--- config.mk ---
export PLATFORM = sky130hd
export DESIGN_NAME = la_scanbist_flat
export DESIGN_NICKNAME = d
export VERILOG_FILES = /design/src/rtl/la_bist_pkg.sv /design/src/rtl/la_scanbist_if.sv /design/src/rtl/la_misr16.sv /design/src/rtl/la_scanbist.sv /design/src/flat_wrapper.sv
export SDC_FILE = /design/constraint.sdc
export NUM_CORES = 1
export LEC_CHECK = 0
export ABC_AREA = 1
export CAP_MARGIN = 20
export CORE_AREA = 5 5 92 94
export CTS_CLUSTER_DIAMETER = 100
export CTS_CLUSTER_SIZE = 25
export DETAILED_ROUTE_END_ITERATION = 6
export DIE_AREA = 0 0 97 99
export GPL_TIMING_DRIVEN = 0
export PLACE_DENSITY = 0.71
export SLEW_MARGIN = 0
export SYNTH_ARGS = -nofsm -noshare
export SYNTH_HDL_FRONTEND = slang
export SYNTH_SLANG_ARGS = --single-unit
--- constraint.sdc ---
create_clock -name clk -period 2.23 [get_ports clk]
set_clock_uncertainty 0.1 [all_clocks]
set_input_delay 0.446 -clock clk [delete_from_list [all_inputs] [get_ports clk]]
set_output_delay 0.446 -clock clk [all_outputs]
set_load 0.1 [all_outputs]
--- src/rtl/la_bist_pkg.sv ---
// Shared types and constants for the logic-BIST scan sequencer family.
// Holds the sequencer state encoding, LFSR/MISR polynomials and the default seed.
package la_bist_pkg;

  typedef enum logic [2:0] {
    IDLE,
    SHIFT,
    CAPTURE,
    UNLOAD,
    DONE
  } state_t;

  localparam logic [15:0] LFSR_TAPS    = 16'h002D;
  localparam logic [15:0] DEFAULT_SEED = 16'hACE1;
  localparam logic [15:0] MISR_POLY    = 16'h002D;

  // Fibonacci right-shift step: feedback is the XOR of the tapped bits, entering at bit 15.
  function automatic logic [15:0] lfsrStep(input logic [15:0] l);
    return {^(l & LFSR_TAPS), l[15:1]};
  endfunction

endpackage

--- src/rtl/la_scanbist_if.sv ---
// Bundle between the BIST sequencer, its test/debug register block and the scan chain.
// The slave modport is the sequencer's view; master is the surrounding environment.
interface la_scanbist_if #(
  parameter int PW = 8
);

  logic          start;
  logic [PW-1:0] npat;
  logic          so;
  logic          se;
  logic          si;
  logic          busy;
  logic          done;
  logic [15:0]   signature;

  modport master (
    output start,
    output npat,
    output so,
    input  se,
    input  si,
    input  busy,
    input  done,
    input  signature
  );

  modport slave (
    input  start,
    input  npat,
    input  so,
    output se,
    output si,
    output busy,
    output done,
    output signature
  );

endinterface

--- src/rtl/la_misr16.sv ---
// 16-bit single-input signature register; clear has priority over compression.
// Kept standalone so multi-chain variants can instantiate one per chain.
module la_misr16
  import la_bist_pkg::*;
(
  input  logic        clk,
  input  logic        nreset,
  input  logic        i_en,
  input  logic        i_clr,
  input  logic        i_sin,
  output logic [15:0] o_signature
);

  logic [15:0] r_misr;

  always_ff @(posedge clk or negedge nreset) begin
    if (!nreset) begin
      r_misr <= '0;
    end else if (i_clr) begin
      r_misr <= '0;
    end else if (i_en) begin
      r_misr <= {r_misr[14:0], 1'b0} ^ (r_misr[15] ? MISR_POLY : 16'h0000) ^ {15'b0, i_sin};
    end
  end

  assign o_signature = r_misr;

endmodule

--- src/rtl/la_scanbist.sv ---
// Logic-BIST scan sequencer: loads LFSR patterns into one scan chain, pulses capture,
// and folds the chain's scan output into a MISR signature.
module la_scanbist
  import la_bist_pkg::*;
#(
  parameter int          CHAINLEN = 32,
  parameter int          PW       = 8,
  parameter logic [15:0] SEED     = DEFAULT_SEED
) (
  input logic          clk,
  input logic          nreset,
  la_scanbist_if.slave bist
);

  localparam int              SW         = $clog2(CHAINLEN + 1);
  localparam logic [SW-1:0]   LAST_SHIFT = SW'(CHAINLEN - 1);

  state_t        r_state;
  logic [15:0]   r_lfsr;
  logic [SW-1:0] r_shiftCnt;
  logic [PW-1:0] r_pc;
  logic [PW-1:0] r_npat;
  logic          r_se;
  logic          r_si;
  logic          r_busy;
  logic          r_done;

  logic          w_accept;
  logic          w_misrEn;
  logic [15:0]   w_lfsrNext;
  logic [PW-1:0] w_pcNext;
  logic [15:0]   w_signature;

  assign w_lfsrNext = lfsrStep(r_lfsr);
  assign w_pcNext   = r_pc + PW'(1);
  assign w_accept   = (r_state == IDLE) && bist.start;

  // The first load only flushes stale chain contents, so compression waits until pc>0.
  assign w_misrEn = ((r_state == SHIFT) && (r_pc != '0)) || (r_state == UNLOAD);

  always_ff @(posedge clk or negedge nreset) begin
    if (!nreset) begin
      r_state    <= IDLE;
      r_lfsr     <= SEED;
      r_shiftCnt <= '0;
      r_pc       <= '0;
      r_npat     <= '0;
      r_se       <= 1'b0;
      r_si       <= 1'b0;
      r_busy     <= 1'b0;
      r_done     <= 1'b0;
    end else begin
      r_done <= 1'b0;
      unique case (r_state)
        IDLE: begin
          if (bist.start) begin
            if (bist.npat == '0) begin
              r_state <= DONE;
              r_done  <= 1'b1;
            end else begin
              r_npat     <= bist.npat;
              r_lfsr     <= SEED;
              r_pc       <= '0;
              r_shiftCnt <= '0;
              r_state    <= SHIFT;
              r_se       <= 1'b1;
              r_si       <= SEED[0];
              r_busy     <= 1'b1;
            end
          end
        end

        // si is registered, so it is loaded with the bit the LFSR will present next cycle.
        SHIFT: begin
          r_lfsr <= w_lfsrNext;
          if (r_shiftCnt == LAST_SHIFT) begin
            r_shiftCnt <= '0;
            r_state    <= CAPTURE;
            r_se       <= 1'b0;
            r_si       <= 1'b0;
          end else begin
            r_shiftCnt <= r_shiftCnt + SW'(1);
            r_si       <= w_lfsrNext[0];
          end
        end

        CAPTURE: begin
          r_pc <= w_pcNext;
          r_se <= 1'b1;
          if (w_pcNext == r_npat) begin
            r_state <= UNLOAD;
            r_si    <= 1'b0;
          end else begin
            r_state <= SHIFT;
            r_si    <= r_lfsr[0];
          end
        end

        UNLOAD: begin
          if (r_shiftCnt == LAST_SHIFT) begin
            r_shiftCnt <= '0;
            r_state    <= DONE;
            r_se       <= 1'b0;
            r_busy     <= 1'b0;
            r_done     <= 1'b1;
          end else begin
            r_shiftCnt <= r_shiftCnt + SW'(1);
          end
        end

        DONE: begin
          r_state <= IDLE;
        end

        default: begin
          r_state <= IDLE;
        end
      endcase
    end
  end

  la_misr16 u_misr (
    .clk         (clk),
    .nreset      (nreset),
    .i_en        (w_misrEn),
    .i_clr       (w_accept),
    .i_sin       (bist.so),
    .o_signature (w_signature)
  );

  assign bist.se        = r_se;
  assign bist.si        = r_si;
  assign bist.busy      = r_busy;
  assign bist.done      = r_done;
  assign bist.signature = w_signature;

endmodule

--- src/flat_wrapper.sv ---
// flat-port wrapper written by rule: the top's interface ports become plain ports
module la_scanbist_flat import la_bist_pkg::*;
#(
  parameter int          CHAINLEN = 32,
  parameter int          PW       = 8,
  parameter logic [15:0] SEED     = DEFAULT_SEED
)
  (clk, nreset, bist_start, bist_npat, bist_so, bist_se, bist_si, bist_busy, bist_done, bist_signature);
  la_scanbist_if #(.PW(PW)) bist_i ();
  input logic clk;
  input logic nreset;
  input wire logic [$bits(bist_i.start)-1:0] bist_start;
  input wire logic [$bits(bist_i.npat)-1:0] bist_npat;
  input wire logic [$bits(bist_i.so)-1:0] bist_so;
  output wire logic [$bits(bist_i.se)-1:0] bist_se;
  output wire logic [$bits(bist_i.si)-1:0] bist_si;
  output wire logic [$bits(bist_i.busy)-1:0] bist_busy;
  output wire logic [$bits(bist_i.done)-1:0] bist_done;
  output wire logic [$bits(bist_i.signature)-1:0] bist_signature;
  assign bist_i.start = bist_start;
  assign bist_i.npat = bist_npat;
  assign bist_i.so = bist_so;
  assign bist_se = bist_i.se;
  assign bist_si = bist_i.si;
  assign bist_busy = bist_i.busy;
  assign bist_done = bist_i.done;
  assign bist_signature = bist_i.signature;
  la_scanbist #(.CHAINLEN(CHAINLEN), .PW(PW), .SEED(SEED)) u_core (.clk(clk), .nreset(nreset), .bist(bist_i));
endmodule
# ---- Word-level counts from Yosys, hierarchy flattened
# Cells that the tools add are included.
dict set report totals {
  ff_bits 61
  input_bits 12
  output_inout_bits 20
  word_cells 79
}
dict set report classes {
  n_addsub 2
  eq_ne 10
  n_mux 31
  bitwise_logic 3
  n_reduce_logical 23
}
# op n
set ops {}
lappend ops {{$mux 16} 4}
lappend ops {{$pmux 16 s2} 1}
lappend ops {{$mux 6} 4}
lappend ops {{$reduce_and 3->1} 6}
lappend ops {{$mux 8} 2}
lappend ops {{$pmux 8 s2} 1}
lappend ops {{$reduce_xor 16->1} 1}
lappend ops {{$xor 16x1->16} 1}
lappend ops {{$xor 16x6->16} 1}
lappend ops {{$mux 3} 4}
lappend ops {{$pmux 3 s4} 1}
lappend ops {{$pmux 6 s2} 1}
lappend ops {{$reduce_bool 2->1} 5}
lappend ops {{$add 8x1->8 const B} 1}
lappend ops {{$eq 8x8->1} 1}
lappend ops {{$logic_not 8->1} 1}
lappend ops {{$mux 1} 8}
lappend ops {{$ne 2x2->1 const B} 4}
lappend ops {{$reduce_and 4->1} 2}
lappend ops {{$reduce_bool 8->1} 1}
lappend ops {{$add 6x1->6 const B} 1}
lappend ops {{$eq 3x2->1 const B} 2}
lappend ops {{$eq 6x5->1 const B} 1}
lappend ops {{$pmux 1 s3} 2}
lappend ops {{other kinds (10)} 13}

# ---- Depth between registers and ports, before layout
dict set report logic_depth {
  word_depth 5
  depth_mapped 13
  mapped_depth_nobuf 13
}

# ---- Cells and area by module
# Synthesis repeated with hierarchy kept, for this count alone.
dict set report hier_totals {
  cells_unflattened 348
  hier_area_um2 2999.1
}
# module instances cells_each area_per_inst_um2 seq_area_each_um2
set by_module_without_submodules {}
lappend by_module_without_submodules {la_scanbist 1 266 2317.2 1136.1}
lappend by_module_without_submodules {la_misr16 1 82 681.9 400.4}

# ---- Worst setup path before layout
# OpenSTA, ideal clock, no wires.
dict set report synth_timing {
  path_type {register to register}
  from {register u_core.u_misr.r_misr[15] (netlist: u_core.u_misr.o_signature[15])}
  to {register u_core.u_misr.r_misr[3] (netlist: u_core.u_misr.o_signature[3])}
  setup_ns 0.078
  t_arrival_ns 1.538
  required_ns 2.052
  path_slack_ns 0.514
  stages_incl_launch_ff 6
  n_path_buf 1
  synth_period_minus_slack_ns 1.716
  cell_sequence {dfrtp_1 -> buf_1 -> inv_1 -> nor2_1 -> o21ai_0 -> a21oi_1}
}
dict set report synth_between {
  elab_chain_cells 5
}
# item line_no
set synth_lines {}
lappend synth_lines {{start, declared} la_misr16.sv:14} ;# logic [15:0] r_misr;
lappend synth_lines {{start signal, assigned} la_misr16.sv:22} ;# r_misr <= {r_misr[14:0], 1'b0} ^ (r_misr[15] ? MISR_POLY : 16'h0000) ^ {15'b0, i_sin};
lappend synth_lines {{$mux 6} la_misr16.sv:22}
lappend synth_lines {{$xor 16x6->16} la_misr16.sv:22}
lappend synth_lines {{$xor 16x1->16} la_misr16.sv:22}
lappend synth_lines {{$mux 16} la_misr16.sv:21} ;# end else if (i_en) begin
lappend synth_lines {{$mux 16} la_misr16.sv:19} ;# end else if (i_clr) begin
# No other way between the ends. The select of a mux whose other input is x is not followed.
# A chain may end at the register's enable or synchronous reset.

# ---- Worst setup path in the final report
dict set report layout_timing {
  from {register u_core.u_misr.r_misr[7] (netlist: u_core.u_misr.o_signature[7])}
  to {output bist_signature[7]}
}
# item line_no
set layout_lines {}
lappend layout_lines {{end, declared} flat_wrapper.sv:19} ;# output wire logic [$bits(bist_i.signature)-1:0] bist_signature;
# No word-level cell between the ends.

==> reports/metrics.cfg <==
[floorplanning]
initial_core_util_pct = 39.1
die_area_um2 = 9600
die_h_um = 99
num_rows = 32
core_um2 = 7570
ioPinCount = 32
die_w_um = 97

[route]
ant_nets = 0
drt_iter0_markers = 98
drtPass1Iterations = 4
met1Wirelength_um = 2750
vias_per_cell = 4.92
wirelength_um = 6550
routedWlPerCell_um = 13.1
highest-signal-layer = met4
met2WireLength_um = 3270
route.met3.wl_um = 350
post-route-drc-count = 0
via_count = 2465

[clock_tree]
clockBufferDepth = 2
insertion_delay_ns = 0.35
clk_pin_slew_ns = 0.07
clock-root-buffer = clkbuf_8
cts_hold_buf = 0
clock_sinks = 61
cts_tree = done
numCtsBuffers = 9
htreeDepth = 3

[power_and_ir_drop]
ir_drop_mv = 0.828
power_density_nw_per_um2 = 1710
cellLeakagePower_nw = 1.76
p_int_mw = 3.16
p_sw_share_pct = 49.0
power_frac_comb_pct = 50.2
p_sw_mw = 3.04
p_total_mw = 6.20
p_seq_share_pct = 31.6
clock_power_share_pct = 18.2

[worst_setup_path]
crit_chain = dlygate4sd2_1
critPathSlowestCell = dlygate4sd2_1
cpPeakStageDelay_ns = 0.87
critical_path_arrival_ns = 1.61
critPathKind = register to output port
cp_top_family = buffers and inverters
critPathRequiredTime_ns = 1.68
start_kind = register
end_kind = output port
path_max_fanout = 3
cp.buffers_inverters = 1

[logic_synthesis]
ys_warn_count = 0
ys_ff_latch = 61
syn_nets = 366
synth_seq_area_share_pct = 51.9
netlist_top_cells_area = dfrtp_1 45%, nand2_1 9.5%, dfstp_2 7.1%
yosysUniqueCellTypes = 34
yosys.area.top_type = dfrtp_1
synthFlopType = dfrtp_1
syn_inst = 351
async_flop_share_pct = 100
synth-edff-count = 0
postSynthAreaPerCell_um2 = 8.43
synth_top_area_share_pct = 44.8
synth_area_um2 = 2960

[grt]
antenna_found_initial = 0
grt_max_degree = 33
grt.overflow.total = 0
grt_pass1_wl_um = 11300
track_usage_pct = 14.6
grt_pass1_vias = 2548

[sta]
rsz0062_at_grt = false
setup_ws_ns = 0.0764
worst_pin_slew_ns = 0.975
finalCriticalPeriod_ns = 2.15
finalHoldViolations = 0
setup-tns-final_ns = 0
drv_slew = 0
clock.fmax_mhz = 464
hold_ws_ns = 0.0502
setup_violations = 0
min_period_over_period_pct = 96.6
slew_headroom_pct = 35.3

[final_layout]
final_cell_mix = 75 x nand2_1, 53 x dfrtp_1, 43 x inv_1
final_common_cell = nand2_1
finalNetCount = 409
drive_gt1_share_pct = 13.5
design_area_um2 = 3620
antenna_cells = 0
area_growth_pct = 22.3

[placed_design]
dpl.hpwl_um = 4740
port_buffers = 31
pre_cts_ws_ns = 0.0174
postPlaceCellArea_um2 = 3410
gp_congestion = 0.818

[run_status]
status = finished, final reports clean

[job]
max_cap_violations = 0

[worst_hold_path]
hp-class = input pin to async pin

==> per-stage QoR <==
stage / utilization (%) / cells
global placement: 44.9 / 484
detailed placement: 45.1 / 485
global route: 47.8 / 501
floorplan: - / 351
finish: 47.8 / 501
CTS: 47.8 / 501
==> repair_timing <==
item,4_1_cts,5_1_grt
setup buffers,0,0
resized for setup,20,0
setup endpoints to repair,20,0
==> path summary, 6_finish.rpt <==
check                                                   from              endpoint  slack, ns  cells after the start
worst max-delay path            u_core.u_misr.o_signature[7]     bist_signature[7]       0.08                      1
worst min-delay path                                  nreset  u_core.r_shiftCnt[1]       0.05                      1
worst max register to register                u_core.r_pc[0]        u_core.bist.si       0.34                     10
worst min register to register             u_core.r_lfsr[15]     u_core.r_lfsr[15]       0.38                      2
max in group asynchronous                             nreset        u_core.r_pc[0]       1.37                      2
min in group clk                           u_core.r_lfsr[15]     u_core.r_lfsr[15]       0.38                      2
==> synth_stat cells, types with 6 or more instances <==
library cell   n
a21oi_1        7
dfrtp_1       53
dfstp_2        8
inv_1         43
inv_2          9
nand2_1       75
nand3_1       29
nand4_1        6
nor2_1        29
o21ai_0       21
o21ai_1       15
o22ai_1       10
xor2_1         7
==> flip-flops by register name (all words and copies together), names as in the netlist <==
signal	cells
u_core.bist.si	1
u_core.r_npat	8
u_core.bist.busy	1
u_core.bist.done	1
u_core.r_pc	8
u_core.r_shiftCnt	6
u_core.bist.se	1
u_core.r_state	3
u_core.u_misr.o_signature	16
u_core.r_lfsr	16
==> kinds of logic after synthesis <==
family / after synthesis / share of synthesized area [%]
xor gates and xnor gates: 10 / 2.96
and+or+nand+nor: 154 / 23.6
adders and majority gates: 3 / 1.27
AOI/OAI and AO/OA: 62 / 11.9
buffers and inverters: 61 / 8.33
DFF: 61 / 51.9
==> per-layer routing <==
| metal | vias to the layer above | track usage [%] |
|---|---|---|
| met2 | 51 | 25.0 |
| met4 | 0 | 5.83 |
| li1 | 1231 | - |
| met1 | 1168 | 16.5 |
| met3 | 15 | 5.38 |
| met5 | - | 0 |
==> power by group through the flow <==
stage / Clock (mW) / Combinational, mW / Sequential (mW)
after global routing: 1.20 / 3.41 / 2.02
after CTS: 1.15 / 3.13 / 1.96
after detailed placement: 0 / 3.20 / 1.98
after global placement: 0 / 3.14 / 1.96
final: 1.13 / 3.11 / 1.96
after floorplan: 0 / 1.56 / 2.85
==> cell type report <==
class                   instances  area, µm²
fillers                       721       3950
clock inverters                 6       93.8
flip-flops and latches         61       1540
well taps                     102        128
plain buffers                   9       51.3
repair buffers                 32        300
multi-input cells             229       1170
inverters                      52        195
clock buffers                  10        138
Note: power is estimated with default switching activity, not from simulation.
